===== src/rtl/uart_frame_pkg.sv =====
// Shared UART frame definitions: delimiters, FSM states and byte-index map.
// UART_TX_FRAME_CHECKSUM_EN adds an XOR checksum byte ahead of EOM.
package uart_frame_pkg;

    localparam logic [7:0] SOM = 8'h73;
    localparam logic [7:0] EOM = 8'h65;

    typedef enum logic [1:0] {
        IDLE   = 2'd0,
        SEND   = 2'd1,
        FINISH = 2'd2
    } state_t;

    localparam logic [3:0] IDX_SOM    = 4'd0;
    localparam logic [3:0] IDX_SIGNUM = 4'd1;
    localparam logic [3:0] IDX_ADDER0 = 4'd2;
    localparam logic [3:0] IDX_AMPL0  = 4'd6;
    localparam logic [3:0] IDX_CSUM   = 4'd10;

`ifdef UART_TX_FRAME_CHECKSUM_EN
    localparam logic [3:0] IDX_EOM   = 4'd11;
    localparam int         FRAME_LEN = 12;
`else
    localparam logic [3:0] IDX_EOM   = 4'd10;
    localparam int         FRAME_LEN = 11;
`endif

    // Byte k of a 32-bit word, most significant byte first.
    function automatic logic [7:0] be_byte(input logic [31:0] w, input logic [1:0] k);
        case (k)
            2'd0:    return w[31:24];
            2'd1:    return w[23:16];
            2'd2:    return w[15:8];
            default: return w[7:0];
        endcase
    endfunction

endpackage


===== src/rtl/uart_tx_frame_if.sv =====
// Byte-stream handshake toward the UART transmitter (valid/ready).
interface uart_tx_frame_if;

    logic [7:0] to_uart_data;
    logic       to_uart_valid;
    logic       to_uart_ready;

    modport master (output to_uart_data, output to_uart_valid, input to_uart_ready);
    modport slave  (input to_uart_data, input to_uart_valid, output to_uart_ready);

endinterface


===== src/rtl/uart_frame_byte_sel.sv =====
// Combinational frame-index to byte mux over the snapshot registers.
// UART_TX_FRAME_CHECKSUM_EN adds the XOR checksum at IDX_CSUM.
import uart_frame_pkg::*;

module uart_frame_byte_sel (
    input  logic [3:0]  idx,
    input  logic [7:0]  signum,
    input  logic [31:0] adder,
    input  logic [31:0] amplitude,
    output logic [7:0]  frame_byte
);

`ifdef UART_TX_FRAME_CHECKSUM_EN
    logic [7:0] csum;
    assign csum = signum
                ^ adder[31:24] ^ adder[23:16] ^ adder[15:8] ^ adder[7:0]
                ^ amplitude[31:24] ^ amplitude[23:16] ^ amplitude[15:8] ^ amplitude[7:0];
`endif

    always_comb begin
        frame_byte = '0;
        case (idx)
            IDX_SOM:            frame_byte = SOM;
            IDX_SIGNUM:         frame_byte = signum;
            IDX_ADDER0:         frame_byte = be_byte(adder, 2'd0);
            IDX_ADDER0 + 4'd1:  frame_byte = be_byte(adder, 2'd1);
            IDX_ADDER0 + 4'd2:  frame_byte = be_byte(adder, 2'd2);
            IDX_ADDER0 + 4'd3:  frame_byte = be_byte(adder, 2'd3);
            IDX_AMPL0:          frame_byte = be_byte(amplitude, 2'd0);
            IDX_AMPL0 + 4'd1:   frame_byte = be_byte(amplitude, 2'd1);
            IDX_AMPL0 + 4'd2:   frame_byte = be_byte(amplitude, 2'd2);
            IDX_AMPL0 + 4'd3:   frame_byte = be_byte(amplitude, 2'd3);
`ifdef UART_TX_FRAME_CHECKSUM_EN
            IDX_CSUM:           frame_byte = csum;
`endif
            IDX_EOM:            frame_byte = EOM;
            default:            frame_byte = '0;
        endcase
    end

endmodule


===== src/rtl/uart_tx_frame.sv =====
// Serialises one status frame ('s', signum, adder, amplitude, 'e') onto the UART TX stream.
// UART_TX_FRAME_CHECKSUM_EN inserts an XOR checksum byte before 'e'.
import uart_frame_pkg::*;

module uart_tx_frame (
    input  logic                   clk,
    input  logic                   rst_n,
    input  logic                   send,
    input  logic [7:0]             signal_number,
    input  logic [31:0]            adder,
    input  logic [31:0]            amplitude,
    uart_tx_frame_if.master        tx,
    output logic                   busy,
    output logic                   done
);

    state_t      state, state_n;
    logic [3:0]  idx, idx_n, nxt_idx;
    logic [7:0]  data_q, data_n, nxt_byte;
    logic        valid_q, valid_n;
    logic        busy_q, busy_n;
    logic        done_q, done_n;
    logic        pend_q, pend_n;
    logic        snap_ld;
    logic [7:0]  snap_sig;
    logic [31:0] snap_add, snap_amp;

    // Output byte is registered; the mux looks one index ahead so the next
    // byte is ready the cycle after an accept.
    assign nxt_idx = idx + 4'd1;

    uart_frame_byte_sel u_sel (
        .idx        (nxt_idx),
        .signum     (snap_sig),
        .adder      (snap_add),
        .amplitude  (snap_amp),
        .frame_byte (nxt_byte)
    );

    always_ff @(posedge clk or negedge rst_n) begin
        if (!rst_n) begin
            state   <= IDLE;
            idx     <= '0;
            data_q  <= '0;
            valid_q <= 1'b0;
            busy_q  <= 1'b0;
            done_q  <= 1'b0;
            pend_q  <= 1'b0;
        end else begin
            state   <= state_n;
            idx     <= idx_n;
            data_q  <= data_n;
            valid_q <= valid_n;
            busy_q  <= busy_n;
            done_q  <= done_n;
            pend_q  <= pend_n;
        end
    end

    always_ff @(posedge clk or negedge rst_n) begin
        if (!rst_n) begin
            snap_sig <= '0;
            snap_add <= '0;
            snap_amp <= '0;
        end else if (snap_ld) begin
            snap_sig <= signal_number;
            snap_add <= adder;
            snap_amp <= amplitude;
        end
    end

    always_comb begin
        state_n = state;
        idx_n   = idx;
        data_n  = data_q;
        valid_n = valid_q;
        busy_n  = busy_q;
        done_n  = 1'b0;
        pend_n  = pend_q;
        snap_ld = 1'b0;
        case (state)
            IDLE: begin
                if (send) begin
                    snap_ld = 1'b1;
                    idx_n   = IDX_SOM;
                    data_n  = SOM;
                    valid_n = 1'b1;
                    busy_n  = 1'b1;
                    state_n = SEND;
                end
            end
            SEND: begin
                pend_n = pend_q | send;
                if (tx.to_uart_ready) begin
                    if (idx == IDX_EOM) begin
                        valid_n = 1'b0;
                        data_n  = '0;
                        done_n  = 1'b1;
                        state_n = FINISH;
                    end else begin
                        idx_n  = nxt_idx;
                        data_n = nxt_byte;
                    end
                end
            end
            FINISH: begin
                // A request arriving here is honoured too, otherwise it would be lost.
                if (pend_q || send) begin
                    pend_n  = 1'b0;
                    snap_ld = 1'b1;
                    idx_n   = IDX_SOM;
                    data_n  = SOM;
                    valid_n = 1'b1;
                    state_n = SEND;
                end else begin
                    busy_n  = 1'b0;
                    state_n = IDLE;
                end
            end
            default: state_n = IDLE;
        endcase
    end

    assign tx.to_uart_data  = data_q;
    assign tx.to_uart_valid = valid_q;
    assign busy             = busy_q;
    assign done             = done_q;

endmodule


===== src/flat_wrapper.sv =====
// flat-port wrapper written by rule: the top's interface ports become plain ports
module uart_tx_frame_flat 
  (clk, rst_n, send, signal_number, adder, amplitude, busy, done, tx_to_uart_data, tx_to_uart_valid, tx_to_uart_ready);
  uart_tx_frame_if tx_i ();
  input  logic clk;
  input  logic rst_n;
  input  logic send;
  input  logic [7:0] signal_number;
  input  logic [31:0] adder;
  input  logic [31:0] amplitude;
  output logic busy;
  output logic done;
  output wire logic [$bits(tx_i.to_uart_data)-1:0] tx_to_uart_data;
  output wire logic [$bits(tx_i.to_uart_valid)-1:0] tx_to_uart_valid;
  input wire logic [$bits(tx_i.to_uart_ready)-1:0] tx_to_uart_ready;
  assign tx_to_uart_data = tx_i.to_uart_data;
  assign tx_to_uart_valid = tx_i.to_uart_valid;
  assign tx_i.to_uart_ready = tx_to_uart_ready;
  uart_tx_frame u_core (.clk(clk), .rst_n(rst_n), .send(send), .signal_number(signal_number), .adder(adder), .amplitude(amplitude), .tx(tx_i), .busy(busy), .done(done));
endmodule

===== config.mk =====
export PLATFORM = sky130hd
export DESIGN_NAME = uart_tx_frame_flat
export DESIGN_NICKNAME = d
export VERILOG_FILES = /design/src/rtl/uart_frame_pkg.sv /design/src/rtl/uart_tx_frame_if.sv /design/src/rtl/uart_frame_byte_sel.sv /design/src/rtl/uart_tx_frame.sv /design/src/flat_wrapper.sv
export SDC_FILE = /design/constraint.sdc
export NUM_CORES = 1
export LEC_CHECK = 0
export BUFFER_PORTS_ARGS = -buffer_cell sky130_fd_sc_hd__buf_2
export CAP_MARGIN = 20
export CORE_MARGIN = 8
export CORE_UTILIZATION = 44
export DETAILED_ROUTE_END_ITERATION = 16
export GPL_TIMING_DRIVEN = 1
export PLACE_DENSITY = 0.65
export SETUP_SLACK_MARGIN = 0.5
export SLEW_MARGIN = 20
export SYNTH_ARGS = -nofsm -noshare
export SYNTH_HDL_FRONTEND = slang
export SYNTH_HIERARCHICAL = 1
export SYNTH_SLANG_ARGS = --single-unit

===== constraint.sdc =====
create_clock -name clk -period 6.4 [get_ports clk]
set_clock_uncertainty 0.15 [all_clocks]
set_input_delay 1.28 -clock clk [delete_from_list [all_inputs] [get_ports clk]]
set_output_delay 1.28 -clock clk [all_outputs]
set_load 0.005 [all_outputs]

==> qor.yml <==
num-nets-final: 498
p_comb_share_pct: 48.7
async_reset_ff_share_pct: 100
syn_avg_cell_area_um2: 13.2
syn_nets: 423
finalWirelength_um: 10400
cts_setup_buffers: 0
setup-violations-final: 0
yosys_register_bits: 90
swShare_pct: 37.7
hold_viol_final: 0
die_height_um: 118
rsz0062_at_grt: "false"
grt_pass1_vias: 3212
cp_num_buf_inv: 2
final_antenna_net_count: 0
cts.sinks: 90
min_period_over_period_pct: 56.8
synth.cell_area_um2: 4540
synth_cell_types: 53
relSlewSlack_pct: 35.9
cts_tree: "built"
start_util_pct: 44.6
status: "finished clean"
switchingPower_mw: 1.06
fin_tns_setup_ns: 0
die-area_um2: 13800
clock_path_buffers: 2
core_um2: 10200
cts_hold_buffers: 0
critPathTopFamily: "buffers and inverters"
synth_largest_area_cell: "dfrtp_1"
synthTopCellsByCount: "dfrtp_1 (90), mux2_2 (44), mux2_4 (33)"
dp_hpwl_um: 7650
portBuffers: 86
design_area_um2: 5170
vias_per_cell: 5.42
crit_slowest_cell: "inv_1"
synth_edf_count: 0
crit_start: "u_core/idx[0]"
routedWlPerCell_um: 18.5
synth.area.top_cells: "dfrtp_1 (50%), mux2_4 (11%), mux2_2 (11%)"
clkLatencyLatePin_ns: 0.35
r2r_slack_ns: 2.77
period_minus_slack_ns: 3.63
worst_pin_slew_ns: 0.962
arrival_ns: 3.72
antenna_found_initial: 0
p_leak_nw: 2.35
worstPathRequired_ns: 6.49
yosys.area.top_type_share_pct: 49.6
end_kind: "flop"
synth.most_common_cell: "dfrtp_1"
cap_violations: 0
firstDrtPassIters: 5
ir_worst_vdd_mv: 0.225
yosysSeqAreaShare_pct: 49.6
clkTransAtPathRegs_ns: 0.09
reg2reg_from: "u_core/idx[0]"
grt_use_total_pct: 15.1
num_rows: 37
clockRootBuffer: "clkbuf_8"
grt_pass1_wl_um: 17000
path_class: "reg -> reg"
crit_path_max_fanout: 28
numCtsBuffers: 9
syn2layout_area_growth_pct: 14.0
synth_cells: 345
ios: 87
initialDrtViolationCount: 275
seq_power_share_pct: 37.4
drive_gt1_share_pct: 45.2
routabilityCongestion: 0.843
hp-class: "reg -> reg"
route.detailed.drc: 0
placed_area_um2: 4970
grt_max_degree: 77
p_clk_share_pct: 13.9
diodes: 0
htreeDepth: 3
hp-start: "u_core/snap_amp[22]"
post_cts_resized: 0
crit_path_start_kind: "flop"
grt.overflow.total: 0
slew_viol_final: 0
dr_total_vias: 3040
internal_power_mw: 1.74
max_stage_delay_ns: 0.62
die_width_um: 118
fmax_mhz: 275
ys_warn_count: 6
power_density_nw_per_um2: 541
crit_chain: "inv_1 > ha_1 > inv_1 > nor2b_1 > a22o_1 > a211oi_1 > o311ai_1 > a22o_1"
ys.flop_type: "dfrtp_1"
nFillCells: 963
## layout make-up
class	count	area (µm²)	area share (%)
clock buffers	10	138	2.66
repair buffers	90	467	9.02
multi-input cells	219	2040	39.5
clock inverters	6	66.3	1.28
inverters	10	37.5	0.726
flip-flops and latches	90	2250	43.5
well taps	136	170	3.29
## through the flow
step	hold slack, ns	instances	util, %	power, mW	worst slack [ns]
6_report	0.364	561	50.8	2.80	2.77
3_5_place_dp	0.346	545	48.8	2.41	2.78
5_1_grt	0.382	561	50.8	2.99	2.53
2_1_floorplan	0.325	345	-	2.11	3.97
3_3_place_gp	0.339	544	48.7	2.37	2.88
4_1_cts	0.367	561	50.8	2.81	2.76
## path summary, 6_finish.rpt
kind,end,cells after the start
setup / recovery,u_core/tx.to_uart_data[1],8
hold / removal,u_core/snap_amp[22],1
setup reg to reg,u_core/tx.to_uart_data[1],8
hold reg to reg,u_core/snap_amp[22],1
max in group asynchronous,u_core/snap_sig[5],2
min in group asynchronous,u_core/snap_add[30],1
## cells by family (layout without fill, tap and decap cells)
| logic type | after synthesis | after routing | share of synthesized area (%) |
|---|---|---|---|
| compound gates | 71 | 71 | 12.4 |
| xor+xnor | 2 | 2 | 0.386 |
| fa+ha+maj | 2 | 2 | 0.551 |
| buf+inv | 36 | 116 | 5.71 |
| flops | 90 | 90 | 49.6 |
| mux | 83 | 83 | 23.2 |
| simple gates | 61 | 61 | 8.19 |
## placed cells by master (no fill, tap or decap), types with 6 or more instances in the layout
cell      synthesis  final
a22o_1           10     10
clkbuf_8          0     10
nor3_1            6      6
o21bai_1          6      6
nor2b_1           7      7
mux2_4           33     33
o21ai_0           6      6
a21oi_1           8      8
inv_1            10     10
dfrtp_1          90     90
a32o_1            6      6
mux2_2           44     44
buf_2             8     85
nand2_1          15     15
mux2i_1           6      6
a32oi_1           6      6
## power groups by stage
stage | Sequential, mW | Combinational (mW) | Clock (mW)
finish | 1.05 | 1.36 | 0.388
global route | 1.08 | 1.48 | 0.428
CTS | 1.05 | 1.36 | 0.403
detailed placement | 1.06 | 1.35 | 0
global placement | 1.05 | 1.31 | 0
floorplan | 0.967 | 1.14 | 0
## flip-flops by register name, indices dropped and copies added (netlist names)
signal and flops:
u_core/snap_sig 8, u_core/done 1, u_core/pend_q 1, u_core/busy 1
u_core/state 2, u_core/snap_amp 32, u_core/idx 4, u_core/tx.to_uart_data 8
u_core/tx.to_uart_valid 1, u_core/snap_add 32
## per-layer routing
| layer | part of all wire [%] | track usage, % | routed length, µm | up-vias |
|---|---|---|---|---|
| met1 | 47 | 20.7 | 4860 | 1511 |
| met5 | 0 | 0 | 0 | - |
| met2 | 47 | 22.9 | 4840 | 92 |
| li1 | - | - | - | 1431 |
| met3 | 5.8 | 4.56 | 597 | 6 |
| met4 | 0.57 | 3.36 | 59 | 0 |
(Power assumes the default switching activity.)
